==> src/rtl/park_gate_if.sv <==
// Handshake and status bundle between the car-park front end and park_gate_arbiter.
interface park_gate_if #(parameter int CNT_W = 4);
    logic             req_in;
    logic             req_out;
    logic             ack_in;
    logic             ack_out;
    logic             bar_in;
    logic             bar_out;
    logic [CNT_W-1:0] occupancy;
    logic [CNT_W-1:0] free;
    logic             full;
    logic             empty;
    logic             busy;

    modport master (
        output req_in, req_out,
        input  ack_in, ack_out, bar_in, bar_out, occupancy, free, full, empty, busy
    );

    modport slave (
        input  req_in, req_out,
        output ack_in, ack_out, bar_in, bar_out, occupancy, free, full, empty, busy
    );
endinterface

==> src/rtl/park_gate_arbiter.sv <==
// Shared barrier-lane controller: arbitrates entry/exit, times the bar pulse, tracks occupancy.
// Define PARK_EXIT_PRIORITY_EN for fixed exit priority on ties instead of round-robin.
module park_gate_arbiter #(
    parameter int PMAX         = 5,
    parameter int CNT_W        = 4,
    parameter int BAR_CYCLES   = 5000,
    parameter int GUARD_CYCLES = 2,
    parameter int TMR_W        = 13
) (
    input logic        clk,
    input logic        rst,
    park_gate_if.slave park_io
);

    typedef enum logic [1:0] {IDLE, OPEN_IN, OPEN_OUT, GUARD} state_e;

    localparam logic [TMR_W-1:0] TMR_BAR = TMR_W'(BAR_CYCLES - 1);
    localparam logic [TMR_W-1:0] TMR_GRD = TMR_W'((GUARD_CYCLES > 0) ? GUARD_CYCLES - 1 : 0);
    localparam logic [CNT_W-1:0] CNT_MAX = CNT_W'(PMAX);

    state_e           state_q, state_d;
    logic [TMR_W-1:0] tmr_q, tmr_d;
    logic [CNT_W-1:0] occ_q, occ_d;
    logic [CNT_W-1:0] free_q;
    logic             full_q, empty_q, busy_q;
    logic             ack_in_q, ack_in_d, ack_out_q, ack_out_d;
    logic             bar_in_q, bar_out_q;
    logic             ent_ok, ext_ok, pick_in, pick_out, arb_en;

    assign ent_ok = park_io.req_in  & ~full_q;
    assign ext_ok = park_io.req_out & ~empty_q;

`ifdef PARK_EXIT_PRIORITY_EN
    assign pick_out = ext_ok;
    assign pick_in  = ent_ok & ~ext_ok;
`else
    logic ptr_q, ptr_d;  // 1: exit was the side served last

    assign pick_in  = ent_ok & (~ext_ok | ptr_q);
    assign pick_out = ext_ok & ~pick_in;

    always_comb begin
        ptr_d = ptr_q;
        if (arb_en && pick_in)       ptr_d = 1'b0;
        else if (arb_en && pick_out) ptr_d = 1'b1;
    end

    always_ff @(posedge clk or posedge rst) begin
        if (rst) ptr_q <= 1'b1;
        else     ptr_q <= ptr_d;
    end
`endif

    // The final guard cycle doubles as the idle decision point so grants
    // stay exactly BAR_CYCLES + GUARD_CYCLES apart under continuous load.
    always_comb begin
        state_d   = state_q;
        tmr_d     = tmr_q;
        occ_d     = occ_q;
        ack_in_d  = 1'b0;
        ack_out_d = 1'b0;
        arb_en    = 1'b0;

        case (state_q)
            IDLE: arb_en = 1'b1;
            OPEN_IN, OPEN_OUT: begin
                if (tmr_q == '0) begin
                    if (GUARD_CYCLES == 0) begin
                        state_d = IDLE;
                        arb_en  = 1'b1;
                    end else begin
                        state_d = GUARD;
                        tmr_d   = TMR_GRD;
                    end
                end else begin
                    tmr_d = tmr_q - TMR_W'(1);
                end
            end
            GUARD: begin
                if (tmr_q == '0) begin
                    state_d = IDLE;
                    arb_en  = 1'b1;
                end else begin
                    tmr_d = tmr_q - TMR_W'(1);
                end
            end
            default: state_d = IDLE;
        endcase

        if (arb_en && pick_in) begin
            state_d  = OPEN_IN;
            tmr_d    = TMR_BAR;
            occ_d    = occ_q + CNT_W'(1);
            ack_in_d = 1'b1;
        end else if (arb_en && pick_out) begin
            state_d   = OPEN_OUT;
            tmr_d     = TMR_BAR;
            occ_d     = occ_q - CNT_W'(1);
            ack_out_d = 1'b1;
        end
    end

    always_ff @(posedge clk or posedge rst) begin
        if (rst) begin
            state_q   <= IDLE;
            tmr_q     <= '0;
            occ_q     <= '0;
            free_q    <= CNT_MAX;
            full_q    <= 1'b0;
            empty_q   <= 1'b1;
            busy_q    <= 1'b0;
            ack_in_q  <= 1'b0;
            ack_out_q <= 1'b0;
            bar_in_q  <= 1'b0;
            bar_out_q <= 1'b0;
        end else begin
            state_q   <= state_d;
            tmr_q     <= tmr_d;
            occ_q     <= occ_d;
            free_q    <= CNT_MAX - occ_d;
            full_q    <= (occ_d == CNT_MAX);
            empty_q   <= (occ_d == '0);
            busy_q    <= (state_d != IDLE);
            ack_in_q  <= ack_in_d;
            ack_out_q <= ack_out_d;
            bar_in_q  <= (state_d == OPEN_IN);
            bar_out_q <= (state_d == OPEN_OUT);
        end
    end

    assign park_io.ack_in    = ack_in_q;
    assign park_io.ack_out   = ack_out_q;
    assign park_io.bar_in    = bar_in_q;
    assign park_io.bar_out   = bar_out_q;
    assign park_io.occupancy = occ_q;
    assign park_io.free      = free_q;
    assign park_io.full      = full_q;
    assign park_io.empty     = empty_q;
    assign park_io.busy      = busy_q;

endmodule

==> src/flat_wrapper.sv <==
// flat-port wrapper written by rule: the top's interface ports become plain ports
module park_gate_arbiter_flat 
#(
    parameter int PMAX         = 5,
    parameter int CNT_W        = 4,
    parameter int BAR_CYCLES   = 5000,
    parameter int GUARD_CYCLES = 2,
    parameter int TMR_W        = 13
)
  (clk, rst, park_io_req_in, park_io_req_out, park_io_ack_in, park_io_ack_out, park_io_bar_in, park_io_bar_out, park_io_occupancy, park_io_free, park_io_full, park_io_empty, park_io_busy);
  park_gate_if #(.CNT_W(CNT_W)) park_io_i ();
  input logic clk;
  input logic rst;
  input wire logic [$bits(park_io_i.req_in)-1:0] park_io_req_in;
  input wire logic [$bits(park_io_i.req_out)-1:0] park_io_req_out;
  output wire logic [$bits(park_io_i.ack_in)-1:0] park_io_ack_in;
  output wire logic [$bits(park_io_i.ack_out)-1:0] park_io_ack_out;
  output wire logic [$bits(park_io_i.bar_in)-1:0] park_io_bar_in;
  output wire logic [$bits(park_io_i.bar_out)-1:0] park_io_bar_out;
  output wire logic [$bits(park_io_i.occupancy)-1:0] park_io_occupancy;
  output wire logic [$bits(park_io_i.free)-1:0] park_io_free;
  output wire logic [$bits(park_io_i.full)-1:0] park_io_full;
  output wire logic [$bits(park_io_i.empty)-1:0] park_io_empty;
  output wire logic [$bits(park_io_i.busy)-1:0] park_io_busy;
  assign park_io_i.req_in = park_io_req_in;
  assign park_io_i.req_out = park_io_req_out;
  assign park_io_ack_in = park_io_i.ack_in;
  assign park_io_ack_out = park_io_i.ack_out;
  assign park_io_bar_in = park_io_i.bar_in;
  assign park_io_bar_out = park_io_i.bar_out;
  assign park_io_occupancy = park_io_i.occupancy;
  assign park_io_free = park_io_i.free;
  assign park_io_full = park_io_i.full;
  assign park_io_empty = park_io_i.empty;
  assign park_io_busy = park_io_i.busy;
  park_gate_arbiter #(.PMAX(PMAX), .CNT_W(CNT_W), .BAR_CYCLES(BAR_CYCLES), .GUARD_CYCLES(GUARD_CYCLES), .TMR_W(TMR_W)) u_core (.clk(clk), .rst(rst), .park_io(park_io_i));
endmodule
==> config.mk <==
export PLATFORM = sky130hd
export DESIGN_NAME = park_gate_arbiter_flat
export DESIGN_NICKNAME = d
export VERILOG_FILES = /design/src/rtl/park_gate_if.sv /design/src/rtl/park_gate_arbiter.sv /design/src/flat_wrapper.sv
export SDC_FILE = /design/constraint.sdc
export NUM_CORES = 1
export LEC_CHECK = 0
export BUFFER_PORTS_ARGS = -buffer_cell sky130_fd_sc_hd__clkbuf_2
export CAP_MARGIN = 25
export CORE_MARGIN = 1
export CORE_UTILIZATION = 57
export CTS_CLUSTER_DIAMETER = 200
export CTS_CLUSTER_SIZE = 40
export DETAILED_ROUTE_END_ITERATION = 10
export GPL_ROUTABILITY_DRIVEN = 0
export GPL_TIMING_DRIVEN = 1
export PLACE_DENSITY = 0.82
export SYNTH_ARGS = -nofsm -noshare
export SYNTH_HDL_FRONTEND = slang
export SYNTH_SLANG_ARGS = --single-unit
==> constraint.sdc <==
create_clock -name clk -period 2.7 [get_ports clk]
set_input_delay 0.54 -clock clk [delete_from_list [all_inputs] [get_ports clk]]
set_output_delay 0.54 -clock clk [all_outputs]
set_load 0.005 [all_outputs]
==> results.cfg <==
[clock_network]
path_clk_slew_ns = 0.09
cts-buffers-inserted = 5
ctsLongestPathBuffers = 2
ctsResizeCount = 0
cts-root-buf = clkbuf_4
htree_num_levels = 2
clock-sinks = 30
cts_setup_buffers = 0
clkLatencyLatePin_ns = 0.32
postCtsHoldBufs = 0
cts_tree = built

[drt]
wire_per_inst_um = 15.1
drtIter0Drc = 48
vias = 1444
drc = 3
viasPerCell = 6.36
wl_um = 3420
drtAntennaViolNets = 0
drtPass1Iterations = 7

[sta]
relSlewSlack_pct = 57.2
finalCritPeriodShare_pct = 92.4
setup_violations = 0
fmax_mhz = 401
rsz0062_at_grt = no
finalMaxSlewViolations = 0
hold_violations = 0
tightest_slew_ns = 0.641
min_period_ns = 2.49
fin_setup_tns_ns = 0
fin_skew_ns = 0.0101

[flow_run]
maxCapViolCount = 0

[power_and_ir_drop]
irDropWorstVdd_mv = 0.533
powerDensity_nw_per_um2 = 1100
p_leak_nw = 0.847

[logic_synthesis]
synth_mux_area_share_pct = 0
synth_fa_ha_area_share_pct = 4.40
synthMostInstantiatedCell = dfrtp_1
ys_top_cells_by_count = dfrtp_1, nor2_1, inv_1
synth_edf_count = 0
synth_top_family_by_area = simple AND/OR/NAND/NOR gates
ys_async_sr_fraction_pct = 100
synth_xor_area_share_pct = 3.60
synth_seq_area_share_pct = 44.3
yosys.area_share.simple_pct = 26.9
synth_nets = 183
postSynthCellCount = 173
synth_compound_area_share_pct = 16.0
synth.avg_cell_area_um2 = 9.86
synth_top_area_share_pct = 38.2
synth_top_area_cell = dfrtp_1
ys_types = 49
synth-warning-count = 0
synthesis.area_um2 = 1710
synth-main-ff-cell = dfrtp_1
ys_ff_latch = 30
synthTopCellsByArea = dfrtp_1, dfstp_2, ha_1

[setup_path]
r2r_end = u_core.park_io.full
critPathMaxFanout = 7
start_kind = flop
r2r_setup_slack_ns = 0.21
worstReg2RegStart = u_core.state_q[0]
slowest_stage = or4_1
max_stage_delay_ns = 0.50
worst_setup_path_end_kind = flop
path_cells = inv_1 > ha_1 > nor4b_1 > nand4_2 > a21o_1 > or4_1 > a311oi_2
worstSetupPathType = flop to flop
crit_arrival_ns = 2.73
required_ns = 2.93
r2r_cells = 7

[global_route]
grt_use_total_pct = 23.8
first_global_vias = 1316
antenna_found_initial = 0
grt_max_degree = 19
grt.overflow.total = 0
grt_pass1_wl_um = 5800

[finish]
fin_area_um2 = 1880
diodes = 0
layout-drive-gt1-share_pct = 24.0
area_growth_syn_to_layout_pct = 10.4
final_nets = 206

[die]
row_count = 19
dieArea_um2 = 3210
initial_core_util_pct = 60.8
io_pins = 19
core_area_um2 = 2810
die_x_um = 56.7
die_h_um = 56.7

[placed_design]
io_buffer_count = 18
dpl.hpwl_um = 2620
place_area_um2 = 1840

[min_path]
worstHoldPathType = input pin to async pin

[run_status]
status = finished, violations left
violations = design-rule violations
## through the flow
step / power [W] / worst slack (ns) / hold slack [ns] / util [%] / instances
6_report: 0.00207 / 0.206 / 0.204 / 67.1 / 227
2_1_floorplan: 0.00155 / 0.303 / 0.509 / - / 173
4_1_cts: 0.00208 / 0.210 / 0.212 / 67.1 / 227
3_3_place_gp: 0.00178 / 0.342 / 0.525 / 65.5 / 220
3_5_place_dp: 0.00184 / 0.204 / 0.537 / 65.5 / 220
5_1_grt: 0.00226 / 0.0280 / 0.235 / 67.1 / 227
## area by class of cell
cell class / count / area [µm²]
timing repair buffer: 22 / 120
sequential: 30 / 756
clock buffer: 7 / 45.0
fill: 229 / 922
inverter: 15 / 56.3
multi-input combinational: 122 / 867
tap: 31 / 38.8
## placed cells by master, fill, tap and decap left out, types with 2 or more instances in the layout
cell and n:
a211o_1 2, a21o_1 3, a21oi_1 7, a311oi_1 2, buf_4 4, clkbuf_1 2
clkbuf_2 18, clkbuf_4 5, dfrtp_1 26, dfstp_2 4, ha_1 6, inv_1 13
inv_2 2, nand2_1 8, nand2b_1 5, nand3_1 5, nand4_1 4, nand4b_1 3
nor2_1 14, nor2b_1 2, nor3_1 5, nor4_1 4, nor4_2 2, o211a_1 2
o211ai_1 2, o21ai_0 5, o21ai_1 2, o311ai_1 3, or3_1 6, or4_1 2
or4_4 3, xnor2_1 5, xor2_1 2
## metal layers
metal	GRT usage (%)	wire length [µm]	up-vias
met4	12.1	78	0
met3	5.99	159	12
met1	28.9	1420	699
met5	0	0	-
li1	-	-	682
met2	38.9	1760	51
## how the worst max path moves through the flow
stage	start	slack, ns	cells after the start	to
3_3_place_gp	u_core.state_q[0]	0.34	7	u_core.park_io.full
5_1_grt	u_core.state_q[0]	0.03	7	u_core.park_io.full
6_report	u_core.state_q[0]	0.21	7	u_core.park_io.full
4_1_cts	u_core.state_q[0]	0.21	7	u_core.park_io.full
2_1_floorplan	u_core.state_q[0]	0.30	10	u_core.park_io.free[3]
3_5_place_dp	u_core.state_q[0]	0.20	7	u_core.park_io.full
## power breakdown
group	switching, W	internal, W	total (W)
registers	0.000172	0.000640	0.000812
clock network	0.000134	0.0000980	0.000232
logic	0.000594	0.000433	0.00103
## worst max-delay path: cells and delay by family (launching register included)
family	cells	cell delay (ns)
AND/OR/NAND/NOR	3	1.13
flip-flops	1	0.39
adder cells (fa/ha/maj)	1	0.34
buffers and inverters	1	0.06
AO/OA/AOI/OAI	2	0.49
## cell families after synthesis
family	Yosys count
AO/OA/AOI/OAI	37
XOR/XNOR	7
adder cells (fa/ha/maj)	6
buffers and inverters	21
flip-flops	30
AND/OR/NAND/NOR	72
## flip-flops by register name, summed over array words and instances (netlist names)
signal / flops
u_core.ptr_q: 1
u_core.park_io.bar_in: 1
u_core.state_q: 2
u_core.park_io.free: 3
u_core.park_io.empty: 1
u_core.park_io.ack_in: 1
u_core.park_io.busy: 1
u_core.tmr_q: 13
u_core.park_io.occupancy: 4
u_core.park_io.ack_out: 1
u_core.park_io.full: 1
u_core.park_io.bar_out: 1
Note: power is estimated with default switching activity, not from simulation.
